==> src/rtl/code_lock_fsm.sv <==
// Digit-entry code lock.
// The user strobes CODE_LEN digits per attempt. The lock does not reveal
// which digit was wrong: every attempt consumes the full digit count before
// it reports OPEN or CLOSED. After MAX_FAILS consecutive failures the lock
// goes to LOCKOUT and ignores all input for LOCKOUT_CYCLES clocks.
module code_lock_fsm #(
    parameter int DIGIT_W        = 4,
    parameter int CODE_LEN       = 6,
    parameter logic [DIGIT_W*CODE_LEN-1:0] CODE = {4'h4, 4'h8, 4'h3, 4'h8, 4'h1, 4'h5},
    parameter int MAX_FAILS      = 3,
    parameter int LOCKOUT_CYCLES = 16
) (
    input  logic                              clk,
    input  logic                              reset,
    input  logic [DIGIT_W-1:0]                digit_in,
    input  logic                              digit_valid,
    input  logic                              clear,
    output logic                              open,
    output logic                              closed,
    output logic                              locked,
    output logic [$clog2(CODE_LEN+1)-1:0]     digit_cnt,
    output logic [3:0]                        fail_cnt
);

    localparam int CNT_W = $clog2(CODE_LEN + 1);
    localparam int LK_W  = $clog2(LOCKOUT_CYCLES + 1);

    localparam logic [CNT_W-1:0] LAST_IDX  = CNT_W'(CODE_LEN - 1);
    localparam logic [3:0]       FAIL_MAX  = 4'(MAX_FAILS);
    localparam logic [LK_W-1:0]  LOCK_LOAD = LK_W'(LOCKOUT_CYCLES);

    typedef enum logic [1:0] {
        S_ENTRY   = 2'd0,
        S_OPEN    = 2'd1,
        S_CLOSED  = 2'd2,
        S_LOCKOUT = 2'd3
    } state_t;

    state_t            r_state;
    logic              r_mismatch;
    logic [LK_W-1:0]   r_lock_cnt;
    logic              r_open;
    logic              r_closed;
    logic              r_locked;
    logic [CNT_W-1:0]  r_digit_cnt;
    logic [3:0]        r_fail_cnt;

    logic [CNT_W-1:0]  w_idx;
    logic              w_mm_acc;
    logic              w_last;
    logic [3:0]        w_fail_inc;

    // Expected digit for a position; position 0 is the most significant digit.
    function automatic logic [DIGIT_W-1:0] code_digit(input logic [CNT_W-1:0] idx);
        logic [DIGIT_W-1:0] v;
        v = '0;
        for (int i = 0; i < CODE_LEN; i++) begin
            if (CNT_W'(i) == idx) begin
                v = CODE[(CODE_LEN-1-i)*DIGIT_W +: DIGIT_W];
            end
        end
        return v;
    endfunction

    // Evaluate the strobed digit: position, accumulated mismatch, last-digit and saturating fail count.
    always_comb begin
        w_idx      = '0;
        w_mm_acc   = 1'b0;
        w_last     = 1'b0;
        w_fail_inc = r_fail_cnt;
        // A strobe in OPEN or CLOSED starts a fresh attempt at position 0.
        if (r_state == S_ENTRY) begin
            w_idx    = r_digit_cnt;
            w_mm_acc = r_mismatch | (digit_in != code_digit(r_digit_cnt));
        end else begin
            w_idx    = '0;
            w_mm_acc = (digit_in != code_digit('0));
        end
        w_last = (w_idx == LAST_IDX);
        if (r_fail_cnt >= FAIL_MAX) begin
            w_fail_inc = FAIL_MAX;
        end else begin
            w_fail_inc = r_fail_cnt + 4'd1;
        end
    end

    // Lock state machine with registered status outputs.
    always_ff @(posedge clk) begin
        if (reset) begin
            r_state     <= S_ENTRY;
            r_mismatch  <= 1'b0;
            r_lock_cnt  <= '0;
            r_open      <= 1'b0;
            r_closed    <= 1'b0;
            r_locked    <= 1'b0;
            r_digit_cnt <= '0;
            r_fail_cnt  <= 4'd0;
        end else begin
            case (r_state)
                S_LOCKOUT: begin
                    // Inputs are ignored; leave after exactly LOCKOUT_CYCLES clocks.
                    if (r_lock_cnt <= LK_W'(1)) begin
                        r_state     <= S_ENTRY;
                        r_lock_cnt  <= '0;
                        r_locked    <= 1'b0;
                        r_fail_cnt  <= 4'd0;
                        r_digit_cnt <= '0;
                        r_mismatch  <= 1'b0;
                    end else begin
                        r_lock_cnt <= r_lock_cnt - LK_W'(1);
                    end
                end
                S_ENTRY, S_OPEN, S_CLOSED: begin
                    if (clear) begin
                        // Abort wins over a simultaneous digit; no failure is counted.
                        r_state     <= S_ENTRY;
                        r_digit_cnt <= '0;
                        r_mismatch  <= 1'b0;
                        r_open      <= 1'b0;
                        r_closed    <= 1'b0;
                    end else if (digit_valid) begin
                        r_open   <= 1'b0;
                        r_closed <= 1'b0;
                        if (w_last) begin
                            r_digit_cnt <= '0;
                            r_mismatch  <= 1'b0;
                            if (!w_mm_acc) begin
                                r_state    <= S_OPEN;
                                r_open     <= 1'b1;
                                r_fail_cnt <= 4'd0;
                            end else if (w_fail_inc == FAIL_MAX) begin
                                r_state    <= S_LOCKOUT;
                                r_locked   <= 1'b1;
                                r_fail_cnt <= FAIL_MAX;
                                r_lock_cnt <= LOCK_LOAD;
                            end else begin
                                r_state    <= S_CLOSED;
                                r_closed   <= 1'b1;
                                r_fail_cnt <= w_fail_inc;
                            end
                        end else begin
                            r_state     <= S_ENTRY;
                            r_digit_cnt <= w_idx + CNT_W'(1);
                            r_mismatch  <= w_mm_acc;
                        end
                    end else begin
                        r_state <= r_state;
                    end
                end
                default: begin
                    r_state     <= S_ENTRY;
                    r_mismatch  <= 1'b0;
                    r_lock_cnt  <= '0;
                    r_open      <= 1'b0;
                    r_closed    <= 1'b0;
                    r_locked    <= 1'b0;
                    r_digit_cnt <= '0;
                end
            endcase
        end
    end

    assign open      = r_open;
    assign closed    = r_closed;
    assign locked    = r_locked;
    assign digit_cnt = r_digit_cnt;
    assign fail_cnt  = r_fail_cnt;

endmodule
==> config.mk <==
export PLATFORM = sky130hd
export DESIGN_NAME = code_lock_fsm
export DESIGN_NICKNAME = d
export VERILOG_FILES = /design/src/rtl/code_lock_fsm.sv
export SDC_FILE = /design/constraint.sdc
export NUM_CORES = 1
export LEC_CHECK = 0
export ABC_AREA = 0
export CAP_MARGIN = 10
export CORE_ASPECT_RATIO = 0.7
export CORE_MARGIN = 3
export CORE_UTILIZATION = 50
export DETAILED_ROUTE_END_ITERATION = 8
export GPL_ROUTABILITY_DRIVEN = 1
export PLACE_DENSITY_LB_ADDON = 0.2
export SLEW_MARGIN = 20
export SYNTH_ARGS = -nofsm -noshare
export SYNTH_HDL_FRONTEND = slang
export SYNTH_SLANG_ARGS = --single-unit
==> constraint.sdc <==
create_clock -name clk -period 5.4 [get_ports clk]
set_clock_uncertainty 0.2 [all_clocks]
set_input_delay 0.81 -clock clk [delete_from_list [all_inputs] [get_ports clk]]
set_output_delay 0.81 -clock clk [all_outputs]
set_load 0.02 [all_outputs]
==> reports/results.txt <==
CP Capture Type = output pin
num rows = 13
Worst path slowest cell = clkdlybuf4s50_1
Worst slew margin = 0.603
CTS hold repair buffers = 0
first-pass GRT wire length = 4530 um
die area = 2810 um2
final hold vios = 0
Post-CTS Resized = 0
Static Leak = 0.000470 uW
# IOs = 18
ant diodes = 0
Post-DP HPWL = 1900 um
global route overflow = 0
Startpoint Class = register
clk_lat worst skew = 0.30 ns
post-synthesis sequential area ratio = 0.327
clk slew on worst S/H paths = 0.11 ns
Setup Buffers After CTS = 0
Commonest cells post-synth = 18 x dfxtp_1, 12 x nor2_1, 10 x a21oi_1, 10 x nand2_1, 7 x inv_1
largest net degree at the start of global routing = 18
Initial Util = 0.560
via count = 1049
Netlist cell types = 52
max cap viols = 0
RSZ-0062 raised after global routing = false
net count after synthesis = 138
Clock Tree Root = clkbuf_4
Final ANT Viol Nets = 0
NumNets Final = 155
top cells by area, synth = dfxtp_1 33%, a21oi_1 4.5%, nor2_1 4.1%, ha_1 3.4%, nand2_1 3.4%
worst-case clock buffer depth = 2
yosys warns = 0
clock tree from TritonCTS = yes
DP Area = 1260 um2
die height = 45.3 um
worst-margin pin slew = 0.581 ns
gr usage total = 0.203
power density cells = 185 nW/um2
number of global-route vias before repair = 947
syn_area_per_cell = 8.68 um2
top cell type's share of synthesized area = 0.327
Peak Freq = 388 MHz
core area = 1970 um2
DR WL/cell = 14.6 um
count of input and output buffers = 17
CTS H-tree lvls = 1
Area Growth Syn to Fin = 17.6%
Residual DRC = 0
TNS Setup = 0 ns
drt pass-1 iters = 4
area leader, netlist = dfxtp_1
Syn Inst Count = 127
CP max stage delay = 0.68 ns
kind of critical path = register to output pin
ys async rst share = 0
Post-Syn Area = 1100 um2
outcome = finished clean
GPL Wtd Cong = 0.891
Crit path max-delay family = buffers and inverters
hold slack final = 0.267 ns
register bit total from synthesis = 18
Initial DRC Count = 115
final critical-path share of the clock period = 0.477
crit-path cells = clkdlybuf4s50_1
top-count cell post-synth = dfxtp_1
CP Data Required Time = 4.39 ns
CTS Buf Count = 3
Final Cell Area = 1300 um2
Clock Sinks = 18
Max Slew Vio Count = 0
maximum VDD drop = 138 uV
# setup viols final = 0
CP bufs+invs = 1
Crit Path Max Fanout = 12
Min-Delay Path Class = register to register
proportion of layout cells with a drive suffix above 1 = 0.140
initial antenna violation count = 0
Via-to-Cell Ratio = 6.06
fin crit period = 2.58 ns
Post-synth EDFFs = 0
ys flop type = dfxtp_1
Die X = 62.1 um
drt total wl = 2520 um
crit path DAT = 1.57 ns
-- worst reg2reg max path, cell delays in order (launching register included) --
cell     delay [ns]
dfxtp_1        0.36
ha_1           0.29
inv_1          0.05
o21ai_0        0.45
nand4_1        0.31
a41o_1         0.33
-- per-layer routing --
layer,GRT usage,vias to the layer above,part of all wire
li1,-,512,-
met3,0.0547,2,0.069
met5,0,-,0
met4,0.0396,0,0.0040
met2,0.312,42,0.43
met1,0.290,493,0.50
-- cell type report --
type	instances	area [um2]
well taps	30	37.5
repair buffers	17	170
inverters	7	26.3
fillers	189	672
flip-flops and latches	18	360
clock buffers	4	36.3
multi-input cells	97	666
-- report_power, final --
group          leakage, uW  total, uW  switching [uW]  internal, uW
combinational     0.000304       21.2            11.2          10.0
clock            0.0000210       84.6            43.5          41.1
sequential        0.000145        135            1.20           133
-- stage by stage --
step	worst slack, ns	instances	total power, uW	util
floorplan	3.29	127	149	-
global placement	2.62	169	158	0.640
detailed placement	2.56	169	159	0.640
CTS	2.82	173	242	0.659
global route	2.73	173	250	0.659
finish	2.82	173	240	0.659
-- registers in the layout, indices dropped and copies added (netlist names) --
signal and cells:
r_lock_cnt 5, fail_cnt 4, digit_cnt 3, r_state 2, closed 1, locked 1
open 1, r_mismatch 1
-- cell usage in the layout, fill, tap and decap left out, types with 2 or more instances in the layout --
master           instances
a211o_1                  2
a21oi_1                 10
a21oi_2                  2
a31o_1                   2
a31oi_1                  4
a32o_1                   3
and3_1                   2
clkbuf_4                 3
clkdlybuf4s50_1         17
dfxtp_1                 18
ha_1                     3
inv_1                    7
nand2_1                 10
nand2b_1                 2
nand3_1                  2
nor2_1                  12
nor2_2                   2
nor3_1                   4
nor4_1                   2
o21ai_0                  2
o21ai_1                  3
o31ai_1                  2
-- kinds of logic after synthesis --
group,after synthesis,share of synthesized area
and+or+nand+nor,51,0.276
muxes,1,0.00908
DFF,18,0.327
AOI/OAI and AO/OA,42,0.285
buffers and inverters,12,0.0692
adders and majority gates,3,0.0341
-- path summary, 6_finish.rpt --
kind	startpoint	to	slack (ns)	cells after the start
worst max-delay path	digit_cnt[0]$_SDFFE_PP0P_	digit_cnt[0]	2.82	1
worst max register to register	fail_cnt[0]$_SDFFE_PP0P_	r_lock_cnt[1]$_SDFFE_PP0P_	3.32	5
worst min-delay path	locked$_SDFFE_PP0P_	locked$_SDFFE_PP0P_	0.27	2
worst min register to register	locked$_SDFFE_PP0P_	locked$_SDFFE_PP0P_	0.27	2
No activity file was read; power rests on OpenSTA's default activity.
